==> config.mk <==
export PLATFORM = sky130hd
export DESIGN_NAME = pipe_ctrl_unit_flat
export DESIGN_NICKNAME = d
export VERILOG_FILES = /design/src/rtl/pipe_ctrl_pkg.sv /design/src/rtl/pipe_ctrl_if.sv /design/src/rtl/muldiv_tracker.sv /design/src/rtl/pipe_ctrl_unit.sv /design/src/flat_wrapper.sv
export SDC_FILE = /design/constraint.sdc
export NUM_CORES = 1
export LEC_CHECK = 0
export CORE_ASPECT_RATIO = 0.5
export CORE_UTILIZATION = 48
export CTS_CLUSTER_SIZE = 10
export DETAILED_ROUTE_END_ITERATION = 7
export PLACE_DENSITY = 0.85
export SETUP_SLACK_MARGIN = 0.02
export SLEW_MARGIN = 20
export SYNTH_ARGS = -nofsm -noshare
export SYNTH_HDL_FRONTEND = slang
export SYNTH_SLANG_ARGS = --single-unit
==> constraint.sdc <==
create_clock -name clk -period 5.2 [get_ports clk]
set_input_delay 1.04 -clock clk [delete_from_list [all_inputs] [get_ports clk]]
set_output_delay 1.04 -clock clk [all_outputs]
set_load 0.005 [all_outputs]
==> src/rtl/pipe_ctrl_pkg.sv <==
// Shared opcodes, encodings and control-word types
// for the 5-stage pipeline control unit.
package pipe_ctrl_pkg;

    localparam logic [5:0] R_FORMAT = 6'd0;
    localparam logic [5:0] LW       = 6'd35;
    localparam logic [5:0] SW       = 6'd43;
    localparam logic [5:0] BEQ      = 6'd4;
    localparam logic [5:0] J        = 6'd2;
    localparam logic [5:0] ADDIU    = 6'd9;

    localparam logic [5:0] NOP      = 6'h00;
    localparam logic [5:0] MULTU    = 6'h19;
    localparam logic [5:0] DIVU     = 6'h1B;
    localparam logic [5:0] MFHI     = 6'h10;
    localparam logic [5:0] MFLO     = 6'h12;

    localparam logic [1:0] ALU_ADD   = 2'b00;
    localparam logic [1:0] ALU_SUB   = 2'b01;
    localparam logic [1:0] ALU_FUNCT = 2'b10;

    typedef enum logic [1:0] {
        PC_SEQ = 2'd0,
        PC_BR  = 2'd1,
        PC_JMP = 2'd2
    } pc_sel_e;

    typedef enum logic {
        MD_IDLE,
        MD_BUSY
    } md_state_e;

    typedef struct packed {
        logic reg_dst;
        logic alu_src;
        logic mem_to_reg;
        logic reg_write;
        logic mem_read;
        logic mem_write;
        logic md_start;
    } ctrl_word_t;

endpackage

==> src/rtl/pipe_ctrl_if.sv <==
// ID-stage inputs and pipeline control outputs
// of the control unit, bundled as one port.
interface pipe_ctrl_if #(
    parameter int RF_AW   = 5,
    parameter int ALUOP_W = 2
);
    logic               id_valid;
    logic [5:0]         id_opcode;
    logic [5:0]         id_funct;
    logic [RF_AW-1:0]   id_rs;
    logic [RF_AW-1:0]   id_rt;
    logic [RF_AW-1:0]   id_rd;
    logic               branch_eq;

    logic               pc_write;
    logic               ifid_write;
    logic               if_flush;
    logic [1:0]         pc_sel;

    logic               ex_reg_dst;
    logic               ex_alu_src;
    logic               ex_mem_to_reg;
    logic               ex_reg_write;
    logic               ex_mem_read;
    logic               ex_mem_write;
    logic [ALUOP_W-1:0] ex_alu_op;
    logic [RF_AW-1:0]   ex_dest;

    logic               mem_reg_write;
    logic               mem_mem_read;
    logic [RF_AW-1:0]   mem_dest;

    logic               muldiv_start;
    logic               muldiv_busy;
    logic               illegal_op;

    modport master (
        output id_valid, id_opcode, id_funct,
        output id_rs, id_rt, id_rd, branch_eq,
        input  pc_write, ifid_write, if_flush, pc_sel,
        input  ex_reg_dst, ex_alu_src, ex_mem_to_reg,
        input  ex_reg_write, ex_mem_read, ex_mem_write,
        input  ex_alu_op, ex_dest,
        input  mem_reg_write, mem_mem_read, mem_dest,
        input  muldiv_start, muldiv_busy, illegal_op
    );

    modport slave (
        input  id_valid, id_opcode, id_funct,
        input  id_rs, id_rt, id_rd, branch_eq,
        output pc_write, ifid_write, if_flush, pc_sel,
        output ex_reg_dst, ex_alu_src, ex_mem_to_reg,
        output ex_reg_write, ex_mem_read, ex_mem_write,
        output ex_alu_op, ex_dest,
        output mem_reg_write, mem_mem_read, mem_dest,
        output muldiv_start, muldiv_busy, illegal_op
    );

endinterface

==> src/rtl/muldiv_tracker.sv <==
// Tracks the multi-cycle MULTU/DIVU unit: busy for
// exactly MULDIV_LAT cycles after the start pulse.
module muldiv_tracker
    import pipe_ctrl_pkg::*;
#(
    parameter int MULDIV_LAT = 32
) (
    input  logic clk,
    input  logic rst_n,
    input  logic start,
    output logic busy
);

    md_state_e  state_q, state_d;
    logic [7:0] cnt_q, cnt_d;

    always_ff @(posedge clk) begin
        if (!rst_n) begin
            state_q <= MD_IDLE;
            cnt_q   <= '0;
        end else begin
            state_q <= state_d;
            cnt_q   <= cnt_d;
        end
    end

    always_comb begin
        state_d = state_q;
        cnt_d   = cnt_q;
        unique case (state_q)
            MD_IDLE: begin
                if (start) begin
                    state_d = MD_BUSY;
                    cnt_d   = 8'(MULDIV_LAT - 1);
                end
            end
            MD_BUSY: begin
                if (start) begin
                    cnt_d = 8'(MULDIV_LAT - 1);
                end else if (cnt_q == '0) begin
                    state_d = MD_IDLE;
                end else begin
                    cnt_d = cnt_q - 8'd1;
                end
            end
            default: state_d = MD_IDLE;
        endcase
    end

    assign busy = (state_q == MD_BUSY);

endmodule

==> src/rtl/pipe_ctrl_unit.sv <==
// ID decode, hazard detection and ID/EX + EX/MEM
// control registers for the 5-stage MIPS pipeline.
module pipe_ctrl_unit
    import pipe_ctrl_pkg::*;
#(
    parameter int RF_AW      = 5,
    parameter int ALUOP_W    = 2,
    parameter int MULDIV_LAT = 32,
    parameter int DELAY_SLOT = 0
) (
    input  logic       clk,
    input  logic       rst_n,
    pipe_ctrl_if.slave bus
);

    ctrl_word_t         dec;
    logic [ALUOP_W-1:0] dec_alu_op;
    logic [RF_AW-1:0]   dec_dest;
    logic               dec_ill;
    logic               is_beq, is_j, is_md;
    logic               use_rs, use_rt;

    ctrl_word_t         idex_q;
    logic [ALUOP_W-1:0] idex_alu_q;
    logic [RF_AW-1:0]   ex_dest_q;
    logic               mem_rw_q, mem_mr_q;
    logic [RF_AW-1:0]   mem_dest_q;
    logic               ill_q;
    logic               md_busy;

    logic               ld_use, br_hz, md_hz, stall;
    pc_sel_e            pc_sel_d;

    wire [5:0] op = bus.id_opcode;
    wire [5:0] fn = bus.id_funct;

    always_comb begin
        dec        = '0;
        dec_alu_op = '0;
        dec_ill    = 1'b0;
        is_beq     = 1'b0;
        is_j       = 1'b0;
        is_md      = 1'b0;
        use_rs     = 1'b0;
        use_rt     = 1'b0;
        if (bus.id_valid) begin
            unique case (1'b1)
                (op == R_FORMAT): begin
                    if (fn != NOP) begin
                        dec.reg_dst   = 1'b1;
                        dec.reg_write = 1'b1;
                        dec_alu_op    = ALUOP_W'(ALU_FUNCT);
                        use_rs        = 1'b1;
                        use_rt        = 1'b1;
                        if (fn == MULTU || fn == DIVU) begin
                            dec.reg_write = 1'b0;
                            dec.md_start  = 1'b1;
                            is_md         = 1'b1;
                        end
                        if (fn == MFHI || fn == MFLO) begin
                            is_md = 1'b1;
                        end
                    end
                end
                (op == LW): begin
                    dec.alu_src    = 1'b1;
                    dec.mem_to_reg = 1'b1;
                    dec.reg_write  = 1'b1;
                    dec.mem_read   = 1'b1;
                    dec_alu_op     = ALUOP_W'(ALU_ADD);
                    use_rs         = 1'b1;
                end
                (op == SW): begin
                    dec.alu_src   = 1'b1;
                    dec.mem_write = 1'b1;
                    use_rs        = 1'b1;
                    use_rt        = 1'b1;
                end
                (op == BEQ): begin
                    dec_alu_op = ALUOP_W'(ALU_SUB);
                    is_beq     = 1'b1;
                    use_rs     = 1'b1;
                    use_rt     = 1'b1;
                end
                (op == J): begin
                    is_j = 1'b1;
                end
                (op == ADDIU): begin
                    dec.alu_src   = 1'b1;
                    dec.reg_write = 1'b1;
                    use_rs        = 1'b1;
                end
                default: dec_ill = 1'b1;
            endcase
        end
    end

    // Undefined or invalid slots carry dest 0 so they stay true bubbles
    always_comb begin
        dec_dest = '0;
        if (bus.id_valid && !dec_ill) begin
            dec_dest = dec.reg_dst ? bus.id_rd : bus.id_rt;
        end
    end

    function automatic logic hit(
        input logic [RF_AW-1:0] d,
        input logic [RF_AW-1:0] s
    );
        return (d != '0) && (d == s);
    endfunction

    assign ld_use = idex_q.mem_read &&
        ((use_rs && hit(ex_dest_q, bus.id_rs)) ||
         (use_rt && hit(ex_dest_q, bus.id_rt)));

    assign br_hz = is_beq && (
        (idex_q.reg_write &&
         (hit(ex_dest_q, bus.id_rs) ||
          hit(ex_dest_q, bus.id_rt))) ||
        (mem_mr_q &&
         (hit(mem_dest_q, bus.id_rs) ||
          hit(mem_dest_q, bus.id_rt))));

    assign md_hz = is_md && (md_busy || idex_q.md_start);
    assign stall = ld_use || br_hz || md_hz;

    always_comb begin
        pc_sel_d = PC_SEQ;
        if (rst_n && !stall) begin
            if (is_j) begin
                pc_sel_d = PC_JMP;
            end else if (is_beq && bus.branch_eq) begin
                pc_sel_d = PC_BR;
            end
        end
    end

    assign bus.pc_write   = rst_n && !stall;
    assign bus.ifid_write = rst_n && !stall;
    assign bus.pc_sel     = pc_sel_d;
    assign bus.if_flush   = (DELAY_SLOT == 0) &&
                            (pc_sel_d != PC_SEQ);

    always_ff @(posedge clk) begin
        if (!rst_n) begin
            idex_q     <= '0;
            idex_alu_q <= '0;
            ex_dest_q  <= '0;
            mem_rw_q   <= 1'b0;
            mem_mr_q   <= 1'b0;
            mem_dest_q <= '0;
            ill_q      <= 1'b0;
        end else begin
            mem_rw_q   <= idex_q.reg_write;
            mem_mr_q   <= idex_q.mem_read;
            mem_dest_q <= ex_dest_q;
            ill_q      <= dec_ill;
            if (stall) begin
                idex_q     <= '0;
                idex_alu_q <= '0;
                ex_dest_q  <= '0;
            end else begin
                idex_q     <= dec;
                idex_alu_q <= dec_alu_op;
                ex_dest_q  <= dec_dest;
            end
        end
    end

    muldiv_tracker #(
        .MULDIV_LAT (MULDIV_LAT)
    ) u_md (
        .clk   (clk),
        .rst_n (rst_n),
        .start (idex_q.md_start),
        .busy  (md_busy)
    );

    assign bus.ex_reg_dst    = idex_q.reg_dst;
    assign bus.ex_alu_src    = idex_q.alu_src;
    assign bus.ex_mem_to_reg = idex_q.mem_to_reg;
    assign bus.ex_reg_write  = idex_q.reg_write;
    assign bus.ex_mem_read   = idex_q.mem_read;
    assign bus.ex_mem_write  = idex_q.mem_write;
    assign bus.ex_alu_op     = idex_alu_q;
    assign bus.ex_dest       = ex_dest_q;
    assign bus.mem_reg_write = mem_rw_q;
    assign bus.mem_mem_read  = mem_mr_q;
    assign bus.mem_dest      = mem_dest_q;
    assign bus.muldiv_start  = idex_q.md_start;
    assign bus.muldiv_busy   = md_busy;
    assign bus.illegal_op    = ill_q;

endmodule

==> src/flat_wrapper.sv <==
// flat-port wrapper written by rule: the top's interface ports become plain ports
module pipe_ctrl_unit_flat import pipe_ctrl_pkg::*;
#(
    parameter int RF_AW      = 5,
    parameter int ALUOP_W    = 2,
    parameter int MULDIV_LAT = 32,
    parameter int DELAY_SLOT = 0
)
  (clk, rst_n, bus_id_valid, bus_id_opcode, bus_id_funct, bus_id_rs, bus_id_rt, bus_id_rd, bus_branch_eq, bus_pc_write, bus_ifid_write, bus_if_flush, bus_pc_sel, bus_ex_reg_dst, bus_ex_alu_src, bus_ex_mem_to_reg, bus_ex_reg_write, bus_ex_mem_read, bus_ex_mem_write, bus_ex_alu_op, bus_ex_dest, bus_mem_reg_write, bus_mem_mem_read, bus_mem_dest, bus_muldiv_start, bus_muldiv_busy, bus_illegal_op);
  pipe_ctrl_if #(.RF_AW(RF_AW), .ALUOP_W(ALUOP_W)) bus_i ();
  input  logic clk;
  input  logic rst_n;
  input wire logic [$bits(bus_i.id_valid)-1:0] bus_id_valid;
  input wire logic [$bits(bus_i.id_opcode)-1:0] bus_id_opcode;
  input wire logic [$bits(bus_i.id_funct)-1:0] bus_id_funct;
  input wire logic [$bits(bus_i.id_rs)-1:0] bus_id_rs;
  input wire logic [$bits(bus_i.id_rt)-1:0] bus_id_rt;
  input wire logic [$bits(bus_i.id_rd)-1:0] bus_id_rd;
  input wire logic [$bits(bus_i.branch_eq)-1:0] bus_branch_eq;
  output wire logic [$bits(bus_i.pc_write)-1:0] bus_pc_write;
  output wire logic [$bits(bus_i.ifid_write)-1:0] bus_ifid_write;
  output wire logic [$bits(bus_i.if_flush)-1:0] bus_if_flush;
  output wire logic [$bits(bus_i.pc_sel)-1:0] bus_pc_sel;
  output wire logic [$bits(bus_i.ex_reg_dst)-1:0] bus_ex_reg_dst;
  output wire logic [$bits(bus_i.ex_alu_src)-1:0] bus_ex_alu_src;
  output wire logic [$bits(bus_i.ex_mem_to_reg)-1:0] bus_ex_mem_to_reg;
  output wire logic [$bits(bus_i.ex_reg_write)-1:0] bus_ex_reg_write;
  output wire logic [$bits(bus_i.ex_mem_read)-1:0] bus_ex_mem_read;
  output wire logic [$bits(bus_i.ex_mem_write)-1:0] bus_ex_mem_write;
  output wire logic [$bits(bus_i.ex_alu_op)-1:0] bus_ex_alu_op;
  output wire logic [$bits(bus_i.ex_dest)-1:0] bus_ex_dest;
  output wire logic [$bits(bus_i.mem_reg_write)-1:0] bus_mem_reg_write;
  output wire logic [$bits(bus_i.mem_mem_read)-1:0] bus_mem_mem_read;
  output wire logic [$bits(bus_i.mem_dest)-1:0] bus_mem_dest;
  output wire logic [$bits(bus_i.muldiv_start)-1:0] bus_muldiv_start;
  output wire logic [$bits(bus_i.muldiv_busy)-1:0] bus_muldiv_busy;
  output wire logic [$bits(bus_i.illegal_op)-1:0] bus_illegal_op;
  assign bus_i.id_valid = bus_id_valid;
  assign bus_i.id_opcode = bus_id_opcode;
  assign bus_i.id_funct = bus_id_funct;
  assign bus_i.id_rs = bus_id_rs;
  assign bus_i.id_rt = bus_id_rt;
  assign bus_i.id_rd = bus_id_rd;
  assign bus_i.branch_eq = bus_branch_eq;
  assign bus_pc_write = bus_i.pc_write;
  assign bus_ifid_write = bus_i.ifid_write;
  assign bus_if_flush = bus_i.if_flush;
  assign bus_pc_sel = bus_i.pc_sel;
  assign bus_ex_reg_dst = bus_i.ex_reg_dst;
  assign bus_ex_alu_src = bus_i.ex_alu_src;
  assign bus_ex_mem_to_reg = bus_i.ex_mem_to_reg;
  assign bus_ex_reg_write = bus_i.ex_reg_write;
  assign bus_ex_mem_read = bus_i.ex_mem_read;
  assign bus_ex_mem_write = bus_i.ex_mem_write;
  assign bus_ex_alu_op = bus_i.ex_alu_op;
  assign bus_ex_dest = bus_i.ex_dest;
  assign bus_mem_reg_write = bus_i.mem_reg_write;
  assign bus_mem_mem_read = bus_i.mem_mem_read;
  assign bus_mem_dest = bus_i.mem_dest;
  assign bus_muldiv_start = bus_i.muldiv_start;
  assign bus_muldiv_busy = bus_i.muldiv_busy;
  assign bus_illegal_op = bus_i.illegal_op;
  pipe_ctrl_unit #(.RF_AW(RF_AW), .ALUOP_W(ALUOP_W), .MULDIV_LAT(MULDIV_LAT), .DELAY_SLOT(DELAY_SLOT)) u_core (.clk(clk), .rst_n(rst_n), .bus(bus_i));
endmodule
==> flow_summary.yaml <==
grt:
  grt_max_degree: 20
  grt_first_pass_wirelength_um: 7107
  grt_pass1_vias: 1513
  grt_use_total_pct: 25.82
  grt-ovfl-total: 0
  antenna_found_initial: 0
run:
  maxCapViolCount: 0
final_layout:
  regMostFlops: "u_core.u_md.cnt_q"
  area_growth_pct: 43.02
  fill_cells: 255
  layout_common_cells: "clkdlybuf4s50_1, dfxtp_1, xnor2_1"
  antennaDiodeCount: 0
  nNetsFinal: 271
  largest_reg_flops: 8
  mostFrequentLayoutCell: "clkdlybuf4s50_1"
  drive_gt1_share_pct: 7.917
clock_network:
  cts_tree: "built"
  clkTransAtPathRegs_ns: 0.06
  insertion_delay_ns: 0.28
  cts_resized: 0
  h-tree-depth: 2
  cts_root_buffer: "clkbuf_8"
  post_cts_buffers: 0
  hold_buffers: 0
  cts-buffers-inserted: 5
  numClockSinks: 30
  cts_buffer_depth: 2
synth:
  synthArstFlopShare_pct: 0
  syn_nets: 211
  yosysUniqueCellTypes: 49
  ys.flop_type: "dfxtp_1"
  synth-edff-count: 0
  ys_warn_count: 0
  synth-seq-cells: 30
  ys_seq_area_share_pct: 36.81
  syn_area_per_cell_um2: 9.115
  synth_area_um2: 1632
  netlist_instances: 179
place:
  gp_congestion: 0.9055
  place.detailed.hpwl_um: 3263
  port-buffer-count: 58
outcome:
  status: "completed"
worst_setup_path:
  ff2ff_path_depth: 7
  slowest_stage: "clkdlybuf4s50_1"
  setup.worst_path.end: "bus_ifid_write"
  critPathLaunch: "bus_id_opcode[5]"
  worst_path_largest_cell_delay_ns: 0.55
  worstSetupStartpointType: "input port"
  reg2reg_from: "u_core.bus.ex_dest[4]"
  worstPathRequired_ns: 4.16
  rrSetupSlack_ns: 3.24
  endpoint_kind: "output pin"
  path_cells: "clkdlybuf4s50_1, nor4_2, nand4_4, or3_4, nand2_2, nor2_1, clkdlybuf4s50_1"
  crit_arrival_ns: 3.59
  path_max_fanout: 9
  r2r-end: "u_core.bus.ex_dest[0]"
  crit_type: "input port to output pin"
  path_common_cell: "clkdlybuf4s50_1"
floorplanning:
  row_count: 14
  die_area_um2: 3650
  core_um2: 3118
  die_h_um: 43.23
  ios: 59
  die_width_um: 84.45
  start_util_pct: 52.33
drt:
  wl_per_cell_um: 15.11
  ant_nets: 0
  remaining_drc_errors: 0
  drt-total-wl_um: 4232
  vias: 1570
  viasPerCell: 5.607
  dr.pass1.iters: 4
  first_iter_violations: 109
pwr:
  p_sw_mw: 0.1167
  powerDensity_nw_per_um2: 210.8
  p_leak_nw: 0.8534
  vdd.ir_drop.worst_mv: 0.1429
  clock_power_share_pct: 39.1
  combPwrFrac_pct: 13.6
  p_sw_share_pct: 23.71
  intPower_mw: 0.3753
  pwr-share-seq_pct: 47.3
timing:
  maxSlewHeadroom_pct: 65.21
  final.setup_skew_ns: 0.007544
  drv_slew: 0
  setup_violations: 0
  tightestPinTransition_ns: 0.5207
  period_minus_slack_ns: 4.632
  period_share_pct: 89.08
  report.final.hold_viol_count: 0
  max_freq_mhz: 215.9
  tns_ns: 0
  fin_hold_ws_ns: 0.4836
  rsz0062_at_grt: "false"
worst_hold_path:
  hold_path_class: "flop to flop"
-- worst min-delay path by stage --
stage / slack [ns] / from / cells past startpoint / to
final: 0.48 / u_core.u_md.cnt_q[5] / 2 / u_core.u_md.cnt_q[5]
after global routing: 0.51 / u_core.u_md.cnt_q[5] / 2 / u_core.u_md.cnt_q[5]
after CTS: 0.49 / u_core.u_md.cnt_q[5] / 2 / u_core.u_md.cnt_q[5]
after detailed placement: 0.48 / u_core.u_md.cnt_q[5] / 2 / u_core.u_md.cnt_q[5]
after global placement: 0.48 / u_core.u_md.cnt_q[5] / 2 / u_core.u_md.cnt_q[5]
after floorplan: 0.46 / u_core.u_md.cnt_q[5] / 2 / u_core.u_md.cnt_q[5]
-- routing by layer --
layer,vias to the layer above,track usage [%],part of all wire (%),routed length (µm)
li1,774,-,-,-
met1,743,34.16,47,1971
met2,48,42.62,47,1981
met3,5,6.226,5.7,241
met4,0,7.119,0.90,38
met5,-,0,0,0
-- Yosys cell counts (4+ instances only) --
cell type  number  share of area, %
a21oi_1         4               1.2
nor3_1          8               2.5
nor2_1         14               3.2
xor2_1          4               2.1
mux2i_1         5               3.1
nand2_1        13               3.0
xnor2_1        21                11
nor4_1          8               3.1
o21a_1          5               2.3
nand3_1         6               1.8
and2_1          8               3.1
dfxtp_1        30                37
-- layout make-up --
class | instances | area (µm²) | area share (%)
tap | 40 | 50.05 | 2.145
inverter | 2 | 7.507 | 0.3217
multi-input combinational | 140 | 984.7 | 42.20
sequential | 30 | 600.6 | 25.74
clock buffer | 6 | 82.58 | 3.539
timing repair buffer | 60 | 595.6 | 25.52
clock inverter | 2 | 12.51 | 0.5362
-- power groups by stage --
stage               logic, mW  clock network [mW]  registers (mW)
floorplan              0.0263                   0           0.238
global placement       0.0646                   0           0.238
detailed placement     0.0655                   0           0.238
CTS                    0.0664               0.196           0.233
global route           0.0720               0.211           0.233
finish                 0.0669               0.192           0.233
-- critical path, delay by kind of cell --
family	cells	cell delay (ns)
simple gates	5	1.55
buf+inv	2	1.01
-- per-stage QoR --
stage                     worst slack [ns]  total power [mW]  util [%]  cell area (µm²)  std cells
after global placement              0.6265            0.3026     71.79             2238        272
final                               0.5677            0.4920     74.84             2333        280
after detailed placement            0.5774            0.3035     71.79             2238        272
after CTS                           0.5807            0.4957     74.84             2333        280
after global routing                0.4675            0.5161     74.84             2333        280
after floorplan                      1.483            0.2641         -             1632        179
-- cells by family (layout without fill, tap and decap cells) --
logic type | Yosys count | in the layout | share of synthesized area (%)
muxes | 5 | 5 | 3.068
DFF | 30 | 30 | 36.81
and+or+nand+nor | 80 | 80 | 30.29
xor gates and xnor gates | 25 | 25 | 13.42
adders and majority gates | 1 | 1 | 0.7667
buffers and inverters | 9 | 70 | 2.837
AOI/OAI and AO/OA | 29 | 29 | 12.81
Note: power is estimated with default switching activity, not from simulation.
